**config.mk**
```make
export PLATFORM = sky130hd
export DESIGN_NAME = np_mem_arbiter
export DESIGN_NICKNAME = d
export VERILOG_FILES = /design/src/rtl/np_mem_arbiter_pkg.sv /design/src/rtl/np_arb_hold_cnt.sv /design/src/rtl/np_mem_arbiter.sv
export SDC_FILE = /design/constraint.sdc
export NUM_CORES = 1
export LEC_CHECK = 0
export ABC_CLOCK_PERIOD_IN_PS = 2100
export BUFFER_PORTS_ARGS = -buffer_cell sky130_fd_sc_hd__buf_2
export CORE_UTILIZATION = 37
export DETAILED_ROUTE_END_ITERATION = 10
export PLACE_DENSITY = 0.75
export SLEW_MARGIN = 20
export SYNTH_ARGS = -nofsm -noshare
export SYNTH_HDL_FRONTEND = slang
export SYNTH_SLANG_ARGS = --single-unit
```
**constraint.sdc**
```tcl
create_clock -name clk -period 2.1 [get_ports clk]
set_input_delay 0.315 -clock clk [delete_from_list [all_inputs] [get_ports clk]]
set_output_delay 0.315 -clock clk [all_outputs]
set_load 0.02 [all_outputs]
```
**src/rtl/np_mem_arbiter_pkg.sv**
```systemverilog
// Shared definitions for the np memory arbiter: default sizes and owner encoding.
package np_mem_arbiter_pkg;

   localparam int unsigned DEF_WIDTH    = 32;
   localparam int unsigned DEF_ADDRSIZE = 12;
   localparam int unsigned DEF_MAX_HOLD = 4;

   typedef enum logic [1:0] {
      OWN_NONE = 2'd0,
      OWN_P0   = 2'd1,
      OWN_P1   = 2'd2
   } owner_e;

endpackage

```
**src/rtl/np_arb_hold_cnt.sv**
```systemverilog
// Saturating consecutive-grant counter and round-robin pointer for the memory arbiter.
module np_arb_hold_cnt
   import np_mem_arbiter_pkg::*;
#(
   parameter int unsigned MAX_HOLD = DEF_MAX_HOLD,
   localparam int unsigned HOLD_W  = $clog2(MAX_HOLD + 1)
) (
   input  logic              clk,
   input  logic              reset,
   input  logic              gnt_any,
   input  logic              gnt_same,
   input  logic              gnt_port,
   output logic [HOLD_W-1:0] hold_cnt,
   output logic              rr_ptr
);

   logic [HOLD_W-1:0] hold_cnt_q, hold_cnt_d;
   logic              rr_ptr_q, rr_ptr_d;

   always_comb begin
      hold_cnt_d = '0;
      rr_ptr_d   = rr_ptr_q;
      if (gnt_any) begin
         rr_ptr_d = ~gnt_port;
         if (!gnt_same) begin
            hold_cnt_d = HOLD_W'(1);
         end else if (hold_cnt_q == HOLD_W'(MAX_HOLD)) begin
            hold_cnt_d = hold_cnt_q;
         end else begin
            hold_cnt_d = hold_cnt_q + HOLD_W'(1);
         end
      end
   end

   always_ff @(posedge clk) begin
      if (reset) begin
         hold_cnt_q <= '0;
         rr_ptr_q   <= 1'b0;
      end else begin
         hold_cnt_q <= hold_cnt_d;
         rr_ptr_q   <= rr_ptr_d;
      end
   end

   assign hold_cnt = hold_cnt_q;
   assign rr_ptr   = rr_ptr_q;

endmodule

```
**src/rtl/np_mem_arbiter.sv**
```systemverilog
// Two-master arbiter for the single-port np memory: hold-limited round-robin,
// combinational grant/memory drive, one-cycle read-valid pipeline.
module np_mem_arbiter
   import np_mem_arbiter_pkg::*;
#(
   parameter int unsigned WIDTH    = DEF_WIDTH,
   parameter int unsigned ADDRSIZE = DEF_ADDRSIZE,
   parameter int unsigned MAX_HOLD = DEF_MAX_HOLD
) (
   input  logic                clk,
   input  logic                reset,
   input  logic                req0,
   input  logic                wr0,
   input  logic [ADDRSIZE-1:0] addr0,
   input  logic [WIDTH-1:0]    wdata0,
   output logic                gnt0,
   output logic                rvalid0,
   input  logic                req1,
   input  logic                wr1,
   input  logic [ADDRSIZE-1:0] addr1,
   input  logic [WIDTH-1:0]    wdata1,
   output logic                gnt1,
   output logic                rvalid1,
   output logic [WIDTH-1:0]    rdata,
   output logic [ADDRSIZE-1:0] mem_addr,
   output logic                mem_wr,
   output logic [WIDTH-1:0]    mem_wdata,
   input  logic [WIDTH-1:0]    mem_rdata
);

   localparam int unsigned HOLD_W = $clog2(MAX_HOLD + 1);

   owner_e              owner_q, owner_d;
   logic [HOLD_W-1:0]   hold_cnt;
   logic                rr_ptr;
   logic                gnt0_c, gnt1_c, gnt_same_c;
   logic [ADDRSIZE-1:0] mem_addr_q, mem_addr_d;
   logic [WIDTH-1:0]    mem_wdata_q, mem_wdata_d;
   logic                rvalid0_q, rvalid0_d, rvalid1_q, rvalid1_d;

   // Grant decision; requests are ignored while reset is high.
   always_comb begin
      gnt0_c = 1'b0;
      gnt1_c = 1'b0;
      if (!reset) begin
         if (req0 && !req1) begin
            gnt0_c = 1'b1;
         end else if (req1 && !req0) begin
            gnt1_c = 1'b1;
         end else if (req0 && req1) begin
            case (owner_q)
               OWN_P0: begin
                  if (hold_cnt < HOLD_W'(MAX_HOLD)) gnt0_c = 1'b1;
                  else                              gnt1_c = 1'b1;
               end
               OWN_P1: begin
                  if (hold_cnt < HOLD_W'(MAX_HOLD)) gnt1_c = 1'b1;
                  else                              gnt0_c = 1'b1;
               end
               default: begin
                  if (rr_ptr) gnt1_c = 1'b1;
                  else        gnt0_c = 1'b1;
               end
            endcase
         end
      end
   end

   always_comb begin
      owner_d     = OWN_NONE;
      gnt_same_c  = 1'b0;
      mem_addr_d  = mem_addr_q;
      mem_wdata_d = mem_wdata_q;
      rvalid0_d   = gnt0_c & ~wr0;
      rvalid1_d   = gnt1_c & ~wr1;
      if (gnt0_c) begin
         owner_d     = OWN_P0;
         gnt_same_c  = (owner_q == OWN_P0);
         mem_addr_d  = addr0;
         mem_wdata_d = wdata0;
      end else if (gnt1_c) begin
         owner_d     = OWN_P1;
         gnt_same_c  = (owner_q == OWN_P1);
         mem_addr_d  = addr1;
         mem_wdata_d = wdata1;
      end
   end

   np_arb_hold_cnt #(
      .MAX_HOLD (MAX_HOLD)
   ) u_hold_cnt (
      .clk      (clk),
      .reset    (reset),
      .gnt_any  (gnt0_c | gnt1_c),
      .gnt_same (gnt_same_c),
      .gnt_port (gnt1_c),
      .hold_cnt (hold_cnt),
      .rr_ptr   (rr_ptr)
   );

   always_ff @(posedge clk) begin
      if (reset) begin
         owner_q     <= OWN_NONE;
         mem_addr_q  <= '0;
         mem_wdata_q <= '0;
         rvalid0_q   <= 1'b0;
         rvalid1_q   <= 1'b0;
      end else begin
         owner_q     <= owner_d;
         mem_addr_q  <= mem_addr_d;
         mem_wdata_q <= mem_wdata_d;
         rvalid0_q   <= rvalid0_d;
         rvalid1_q   <= rvalid1_d;
      end
   end

   // Reset kills an in-flight read immediately, not one edge later.
   assign rvalid0   = rvalid0_q & ~reset;
   assign rvalid1   = rvalid1_q & ~reset;
   assign gnt0      = gnt0_c;
   assign gnt1      = gnt1_c;
   assign mem_wr    = (gnt0_c & wr0) | (gnt1_c & wr1);
   assign mem_addr  = reset ? '0 : mem_addr_d;
   assign mem_wdata = reset ? '0 : mem_wdata_d;
   assign rdata     = mem_rdata;

endmodule

```
==> flow_summary.json <==
{
  "status": "finished with violations",
  "violations": "setup timing",
  "yosysWarnings": 0,
  "cap_viol_max_count": 0,
  "synth_cells": 335,
  "fillCellCount": 633,
  "slew_headroom": 0.630,
  "grt_max_degree": 31,
  "nNetsFinal": 589,
  "finalSetupViolations": 47,
  "yosysTopAreaCellShare": 0.375,
  "crit_start": "owner_q[1]$_SDFF_PP0_",
  "clock.fmax_mhz": 390,
  "power.switching_fraction": 0.348,
  "pwr-share-comb": 0.399,
  "power.density_nw_per_um2": 648,
  "pin_count": 207,
  "p_sw_w": 0.000977,
  "wl_per_cell_um": 14.4,
  "startpoint_type": "flip-flop",
  "row_count": 31,
  "drt_iter0_markers": 59,
  "dr.pass1.iters": 4,
  "reg2reg_from": "owner_q[1]$_SDFF_PP0_",
  "synth-seq-area-share": 0.375,
  "fp.dieH_um": 88.6,
  "viasPerCell": 5.04,
  "timing.rr.end": "mem_wdata_q[27]$_DFF_P_",
  "seq_area_um2": 1040,
  "whs_ns": 0.199,
  "p_int_w": 0.00183,
  "clock-sinks": 52,
  "totalWireLength_um": 8030,
  "tightest_slew_ns": 0.555,
  "drc": 0,
  "clkPwrFrac": 0.204,
  "rsz0062_at_grt": "yes",
  "ys_types": 31,
  "drive_gt1_frac": 0.608,
  "synth_seq_cells": 52,
  "grt_pass1_wl_um": 12000,
  "cts-htree-levels": 2,
  "hold_viol_final": 0,
  "coreArea_um2": 7250,
  "critical_path_required_ns": 1.78,
  "period_needed_ns": 2.56,
  "vias": 2813,
  "antenna_found_initial": 0,
  "skew_ns": 0.00728,
  "grt_use_total": 0.198,
  "min_path_type": "in2reg",
  "period_share": 1.22,
  "gp_congestion": 0.786,
  "path_max_fanout": 30,
  "postSynthNetCount": 465,
  "die_w_um": 88.6,
  "avgSynthCellArea_um2": 8.28,
  "portBuffers": 142,
  "antenna_left": 0,
  "power.total_w": 0.00281,
  "multi_input_area_um2": 1770,
  "power.leakage_nw": 1.82,
  "yosysTopAreaCell": "dfxtp_1",
  "cts_root_buf": "clkbuf_8",
  "dp_hpwl_um": 5530,
  "netlist_area_um2": 2770,
  "r2r_slack_ns": 0.14,
  "netlist_top_cells_area": "dfxtp_1 (38%), buf_4 (9.7%), a211oi_2 (9.5%)",
  "cts_tree": "done",
  "fin_ws_ns": -0.465,
  "setup.worst_path.end": "mem_wdata[10]",
  "synthToLayoutAreaGrowth_pct": 56.2,
  "critPathKind": "reg2out",
  "worstPathArrival_ns": 2.25,
  "p_seq_frac": 0.398,
  "ctsHoldBuffers": 0,
  "clockBufferDepth": 2,
  "ff2ff_path_depth": 8,
  "cts-buffers-inserted": 5,
  "worstSetupEndpointType": "primary output",
  "dieArea_um2": 7840,
  "insertion_delay_ns": 0.30,
  "pre_cts_ws_ns": -0.186,
  "ir_worst_vdd_mv": 0.313,
  "clk_pin_slew_ns": 0.10,
  "maxSlewViolCount": 0,
  "start_util": 0.382,
  "grt_pass1_vias": 2715,
  "grt-ovfl-total": 0,
  "diodes": 0
}
-- flip-flops by register name (all words and copies together) (netlist names) --
signal,flops
mem_addr_q,12
mem_wdata_q,32
owner_q,2
rvalid0_q,1
rvalid1_q,1
u_hold_cnt.hold_cnt,3
u_hold_cnt.rr_ptr,1
-- power by group through the flow --
stage	sequential, W	combinational [W]	clock [W]
after CTS	0.00111	0.00108	0.000605
after detailed placement	0.00113	0.000928	0
final	0.00112	0.00112	0.000571
after global placement	0.00113	0.000910	0
after global routing	0.00112	0.00120	0.000633
after floorplan	0.00113	0.000722	0
-- metrics by stage --
step,util,instance area (µm²),setup TNS (ns),std cells
after floorplan,-,3080,-0.00290,335
after global placement,0.518,3760,-4.37,542
after detailed placement,0.518,3760,-5.67,542
after CTS,0.581,4210,-19.51,555
after global routing,0.597,4330,-23.97,558
final,0.597,4330,-18.96,558
-- metal layers --
layer,vias to the layer above,global-route usage,routed length (µm)
li1,1345,-,-
met1,1325,0.221,3310
met2,127,0.378,4170
met3,16,0.0382,447
met4,0,0.0543,104
met5,-,0,0
-- layout by cell type, fill, tap and decap left out, types with 5 or more instances in the layout --
cell type / synthesis / layout
buf_6: 6 / 28
a21oi_2: 0 / 25
nor2_1: 50 / 50
a21oi_1: 45 / 20
clkbuf_8: 0 / 5
a211oi_2: 21 / 22
dfxtp_1: 52 / 50
nand2_1: 45 / 34
nand2_2: 0 / 10
buf_12: 0 / 5
a211oi_4: 0 / 23
nor3_1: 7 / 7
buf_4: 36 / 42
buf_2: 6 / 97
-- cell usage after synthesis, drive strengths merged --
cell     count
nand2       45
nand3b       1
ha           4
o2bb2ai      1
inv          5
nor3         7
o211a        2
dfxtp       52
nand3        1
a21bo        1
and3         1
buf         49
mux2i        1
nand2b       1
nor2        50
nor2b        4
o21ai        2
xnor2        1
clkbuf      10
a221oi       1
nor4b        1
mux2         2
o211ai       1
a22oi        1
a211o        1
a211oi      45
a21oi       45
-- repair_timing --
| item | in CTS | in global routing |
|---|---|---|
| pin swaps | 3 | 1 |
| buffers inserted | 4 | 2 |
| resized for setup | 102 | 25 |
| endpoints found under the setup margin | 47 | 47 |
| gates cloned | 2 | 1 |
-- layout make-up --
class,count,area share
Inverter,5,0.00433
Multi-Input combinational cell,219,0.409
Sequential cell,52,0.241
Clock inverter,2,0.00376
Tap cell,99,0.0286
Clock buffer,5,0.0159
Timing Repair Buffer,176,0.297
-- kinds of logic after synthesis --
family / Yosys count / share of synthesized area
AND/OR/NAND/NOR: 111 / 0.162
AO/OA/AOI/OAI: 100 / 0.272
buffers and inverters: 64 / 0.154
flip-flops: 52 / 0.375
XOR/XNOR: 1 / 0.00316
adder cells (fa/ha/maj): 4 / 0.0181
multiplexers: 3 / 0.0144
-- worst max-delay path: stages (launching register included) --
cell and delay [ns]:
dfxtp_2 0.37, inv_2 0.04, ha_2 0.16, buf_4 0.13, mux2_4 0.29, o211ai_4 0.21, buf_12 0.22, nor2_1 0.08
a211oi_2 0.26, buf_4 0.19
-- worst min path at each step --
stage                                 from                      to  slack, ns  cells after the start
finish                                 wr0    rvalid0_q$_SDFF_PP0_       0.20                      2
CTS                                    wr0    rvalid0_q$_SDFF_PP0_       0.16                      2
global placement    mem_wdata_q[2]$_DFF_P_  mem_wdata_q[2]$_DFF_P_       0.45                      2
detailed placement   mem_addr_q[9]$_DFF_P_   mem_addr_q[9]$_DFF_P_       0.46                      2
global route                           wr0    rvalid0_q$_SDFF_PP0_       0.19                      2
floorplan                              wr0    rvalid0_q$_SDFF_PP0_       0.39                      1
No activity file was read; power rests on OpenSTA's default activity.
